### config.mk
export PLATFORM = sky130hd
export DESIGN_NAME = script_fetch
export DESIGN_NICKNAME = d
export VERILOG_FILES = /design/src/rtl/script_pkg.sv /design/src/rtl/script_fetch.sv
export SDC_FILE = /design/constraint.sdc
export NUM_CORES = 1
export LEC_CHECK = 0
export ABC_AREA = 1
export CELL_PAD_IN_SITES_DETAIL_PLACEMENT = 1
export CELL_PAD_IN_SITES_GLOBAL_PLACEMENT = 1
export CORE_MARGIN = 2
export CORE_UTILIZATION = 30
export DETAILED_ROUTE_END_ITERATION = 8
export PLACE_DENSITY_LB_ADDON = 0.1
export SKIP_CTS_REPAIR_TIMING = 1
export SYNTH_ARGS = -nofsm -noshare
export SYNTH_HDL_FRONTEND = slang
export SYNTH_SLANG_ARGS = --single-unit
export TNS_END_PERCENT = 20
### constraint.sdc
create_clock -name clk -period 1.4 [get_ports clk]
set_input_delay 0.28 -clock clk [delete_from_list [all_inputs] [get_ports clk]]
set_output_delay 0.28 -clock clk [all_outputs]
set_load 0.1 [all_outputs]
### src/rtl/script_pkg.sv
// Shared definitions for the script fetch/analyse path: fetch FSM encoding,
// op_code values and the bit layout of a 16-bit script word.
package script_pkg;

  localparam logic [1:0] StateLo    = 2'd0;
  localparam logic [1:0] StateHi    = 2'd1;
  localparam logic [1:0] StateValid = 2'd2;
  localparam logic [1:0] StateHalt  = 2'd3;

  typedef enum logic [1:0] {
    StLo    = StateLo,
    StHi    = StateHi,
    StValid = StateValid,
    StHalt  = StateHalt
  } fetch_state_e;

  localparam logic [2:0] OpEnd    = 3'b000;
  localparam logic [2:0] OpAction = 3'b001;
  localparam logic [2:0] OpJump   = 3'b010;
  localparam logic [2:0] OpWait   = 3'b011;
  localparam logic [2:0] OpGame   = 3'b100;

  localparam int unsigned INumMsb  = 15;
  localparam int unsigned INumLsb  = 8;
  localparam int unsigned ISignMsb = 7;
  localparam int unsigned ISignLsb = 5;
  localparam int unsigned FuncMsb  = 4;
  localparam int unsigned FuncLsb  = 3;
  localparam int unsigned OpMsb    = 2;
  localparam int unsigned OpLsb    = 0;

  function automatic logic [2:0] op_code_of(input logic [15:0] word);
    return word[OpMsb:OpLsb];
  endfunction

endpackage

### src/rtl/script_fetch.sv
// Script program counter and two-byte fetch from a synchronous-read script
// memory; presents one 16-bit word and holds it until step or jump.
module script_fetch
  import script_pkg::*;
#(
  parameter int unsigned ADDR_W  = 8,
  parameter int unsigned MEM_LAT = 1,
  parameter logic [2:0]  END_OP  = OpEnd
) (
  input  logic              clk,
  input  logic              res,
  input  logic              step,
  input  logic              jump_en,
  input  logic [ADDR_W-1:0] jump_pc,
  output logic [ADDR_W-1:0] mem_addr,
  input  logic [7:0]        mem_rdata,
  output logic [ADDR_W-1:0] pc,
  output logic [15:0]       script,
  output logic              script_valid,
  output logic              halted
);

  localparam int unsigned   WaitW      = 2;
  localparam logic [WaitW-1:0] WaitLaunch = WaitW'(MEM_LAT - 1);
  // The first edge after reset is itself the launch edge, so one extra cycle.
  localparam logic [WaitW-1:0] WaitReset  = WaitW'(MEM_LAT);

  fetch_state_e      state_q, state_d;
  logic [ADDR_W-1:0] pc_q, pc_d;
  logic [ADDR_W-1:0] mem_addr_q, mem_addr_d;
  logic [15:0]       script_q, script_d;
  logic              script_valid_q, script_valid_d;
  logic              halted_q, halted_d;
  logic [WaitW-1:0]  wait_q, wait_d;
  logic              hi_done_q, hi_done_d;

  logic              launch;
  logic [ADDR_W-1:0] launch_addr;
  logic [ADDR_W-1:0] jump_tgt;

  assign jump_tgt = jump_pc & {{(ADDR_W-1){1'b1}}, 1'b0};

  always_comb begin
    state_d        = state_q;
    pc_d           = pc_q;
    mem_addr_d     = mem_addr_q;
    script_d       = script_q;
    script_valid_d = script_valid_q;
    halted_d       = halted_q;
    wait_d         = wait_q;
    hi_done_d      = hi_done_q;
    launch         = 1'b0;
    launch_addr    = pc_q;

    // A jump is accepted in every state and aborts any fetch in flight.
    if (jump_en) begin
      launch      = 1'b1;
      launch_addr = jump_tgt;
    end else begin
      unique case (state_q)
        StLo: begin
          if (wait_q == '0) begin
            script_d[7:0] = mem_rdata;
            mem_addr_d    = {pc_q[ADDR_W-1:1], 1'b1};
            wait_d        = WaitLaunch;
            state_d       = StHi;
          end else begin
            wait_d = wait_q - 1'b1;
          end
        end
        StHi: begin
          if (hi_done_q) begin
            script_valid_d = 1'b1;
            if (op_code_of(script_q) == END_OP) begin
              halted_d = 1'b1;
              state_d  = StHalt;
            end else begin
              state_d = StValid;
            end
          end else if (wait_q == '0) begin
            script_d[15:8] = mem_rdata;
            hi_done_d      = 1'b1;
          end else begin
            wait_d = wait_q - 1'b1;
          end
        end
        StValid: begin
          if (step) begin
            launch      = 1'b1;
            launch_addr = pc_q + ADDR_W'(2);
          end
        end
        StHalt: begin
        end
        default: begin
        end
      endcase
    end

    if (launch) begin
      pc_d           = launch_addr;
      mem_addr_d     = launch_addr;
      script_valid_d = 1'b0;
      halted_d       = 1'b0;
      wait_d         = WaitLaunch;
      hi_done_d      = 1'b0;
      state_d        = StLo;
    end
  end

  always_ff @(posedge clk) begin
    if (!res) begin
      state_q        <= StLo;
      pc_q           <= '0;
      mem_addr_q     <= '0;
      script_q       <= '0;
      script_valid_q <= 1'b0;
      halted_q       <= 1'b0;
      wait_q         <= WaitReset;
      hi_done_q      <= 1'b0;
    end else begin
      state_q        <= state_d;
      pc_q           <= pc_d;
      mem_addr_q     <= mem_addr_d;
      script_q       <= script_d;
      script_valid_q <= script_valid_d;
      halted_q       <= halted_d;
      wait_q         <= wait_d;
      hi_done_q      <= hi_done_d;
    end
  end

  assign mem_addr     = mem_addr_q;
  assign pc           = pc_q;
  assign script       = script_q;
  assign script_valid = script_valid_q;
  assign halted       = halted_q;

endmodule

==> results.toml <==
[outcome]
run_status = "completed"

[clock_network]
clock_path_buffers = 2
clock_sinks = 39
clkTransAtPathRegs_ps = 80
root_buffer = "clkbuf_8"
cts-htree-levels = 2
number_of_buffers_created_by_cts = 5
tritoncts = "yes"
clk_latency_ps = 290

[sta]
worst_hold_slack_ps = 504
worst_slew_pin_slew_ps = 316
rsz0062_at_grt = "yes"
highest_clock_frequency_the_design_can_meet_ghz = 0.744
maxSlewHeadroom_pct = 78.9
finalCritPeriodShare_pct = 96.0
worst_slack_ps = 56.2
minimum_clock_period_ps = 1340
timing.final.max_slew_violations = 0
final-setup-viol-count = 0
fin_skew_ps = 5.17
finalSetupTns_ps = 0
timing.final.hold_violations = 0

[placed_design]
placer_congestion = 0.758
port_buffers = 52
detailed_place.area_um2 = 2690
dp.cells = 347
detailedPlace.worstSlack_ps = -283
detailed_placement_wirelength_estimate_um = 3650

[route]
via_count = 1639
wl_um = 4880
remaining_number_of_nets_flagged_by_the_antenna_check_after_routing = 0
detail_route.wl_per_cell_um = 13.7
number_of_optimization_iterations_in_the_first_detailed_route_pass = 2
detailedRoute.firstIterationViolations = 63
post-route-drc-count = 0
vias_per_cell = 4.62

[synth]
yosys_register_bits = 39
synthesis.instances = 218
count_of_unique_library_cells_instantiated_by_yosys = 33
postSynthNetCount = 239
post-synth-top-area-cell = "dfxtp_1"
top_area_cells_in_the_synthesized_netlist = "dfxtp_1 46%, nand3_1 9.8%, nand2_1 9.5%, a21oi_1 8.0%, inv_1 5.1%"
synth.most_common_cell = "nand2_1"
number_of_synthesized_flops_with_an_enable_pin = 0
synth_async_sr_flop_share_pct = 0
ys_warnings = 0
syn-cell-area_um2 = 1690
synth_top_area_share_pct = 46.2
post_synth.cell_area_avg_um2 = 7.75
yosys-top-cells-count = "43 x nand2_1, 39 x dfxtp_1, 33 x nand3_1"
synthFlopType = "dfxtp_1"
ys_seq_area_share_pct = 46.2

[setup_path]
crit_path_frequent_cell = "nand2_2"
critical-path-top-delay-family = "simple AND/OR/NAND/NOR gates"
cp.buffers_inverters = 0
worst_ep_required_time_ps = 1590
crit_type = "register to register"
timing.critical_path.to_type = "register"
critPathMaxFanout = 8
critical_path.max_stage_delay_ps = 320
arrival_ps = 1530
critical_path.slowest_cell = "dfxtp_1"
type_of_element_launching_the_critical_path = "register"
crit_chain = "nor2_2 -> nand2_2 -> nor3_4 -> nand2_2 -> nand2_1 -> a21oi_2"

[cells_and_area]
area_growth_syn_to_layout_pct = 68.0
share_of_cells_above_drive_strength_1_pct = 30.7
final.fill_count = 622
post-route-util_pct = 51.9
number_of_antenna_cells_inserted = 0
layoutNonFillerInstCount = 355
final_area_um2 = 2840
num-nets-final = 303

[floorplan]
core.rowCount = 27
num_io_pins = 54
die_area_um2 = 6250
chipWidth_um = 79.1
fp.coreArea_um2 = 5470
initial_core_util_pct = 30.9
die_height_um = 79.1

[run]
cap_violations = 0

[grt]
grt_antenna_before_repair = 0
via_count_of_the_first_global_routing_pass = 1737
grt_first_pass_wirelength_um = 8310
groute.usage.overall_pct = 17.0
maximum_number_of_pins_on_one_net_before_global_route_repair = 16
grt_overflow = 0

[pwr]
leakage_power_nw = 1.18
peakVddDrop_uv = 514
design_power_total_mw = 2.88
power_per_cell_area_nw_per_um2 = 1010

[min_path]
hold_class = "register to register"
placed cells by master, fill, tap and decap left out, drive strengths merged:
master and count:
nand2 48, buf 45, dfxtp 39, nand3 34, a21oi 27, inv 26
clkdlybuf4s50 18, nor2 17, clkbuf 7, o21ai 7, nand4 2, or2 2
nor3 2, clkinv 2, xor2 1, o21bai 1, and3 1, o21a 1
a31oi 1, o22ai 1, ha 1
worst register-to-register path, stage by stage, from the launching register on:
cell and delay [ps]:
dfxtp_1 320, nor2_2 150, nand2_2 90, nor3_4 310, nand2_2 180, nand2_1 120, a21oi_2 50
metal layers:
metal	wire, µm	global-route usage (%)	vias to the layer above
met1	2210	21.0	760
met2	2370	29.2	37
li1	-	-	837
met5	0	0	-
met4	46	4.14	0
met3	252	4.55	5
registers in the layout, indices dropped and copies added, names as in the netlist:
name / count
script_valid: 1
halted: 1
script: 16
hi_done_q: 1
state_q: 2
pc: 8
wait_q: 2
mem_addr: 8
area by class of cell:
cell class	instances	area [µm²]	area share, %
timing repair buffer	63	947	33.3
tap	72	90.1	3.17
clock buffer	7	108	3.79
clock inverter	1	5.00	0.176
inverter	27	106	3.74
multi-input combinational	146	785	27.6
sequential	39	800	28.1
where the power goes:
| group | switching, mW | leakage, nW | internal, mW |
|---|---|---|---|
| Clock | 0.413 | 0.0594 | 0.505 |
| Sequential | 0.0591 | 0.323 | 1.15 |
| Combinational | 0.466 | 0.795 | 0.278 |
worst paths after layout:
| path | startpoint | end | slack, ps | cells after the start |
|---|---|---|---|---|
| min reg2reg | script[15]$_SDFFE_PN0P_ | script[15]$_SDFFE_PN0P_ | 500 | 2 |
| max reg2reg | wait_q[1]$_SDFFE_PP0P_ | script[14]$_SDFFE_PN0P_ | 60 | 6 |
| max | wait_q[1]$_SDFFE_PP0P_ | script[14]$_SDFFE_PN0P_ | 60 | 6 |
| min | script[15]$_SDFFE_PN0P_ | script[15]$_SDFFE_PN0P_ | 500 | 2 |
cells by family after synthesis:
kind of cell	share of synthesized area [%]
xor gates and xnor gates	0.518
and+or+nand+nor	31.2
AOI/OAI and AO/OA	12.5
adders and majority gates	0.740
buffers and inverters	8.81
DFF	46.2
Power figures use the tool's default switching activity.
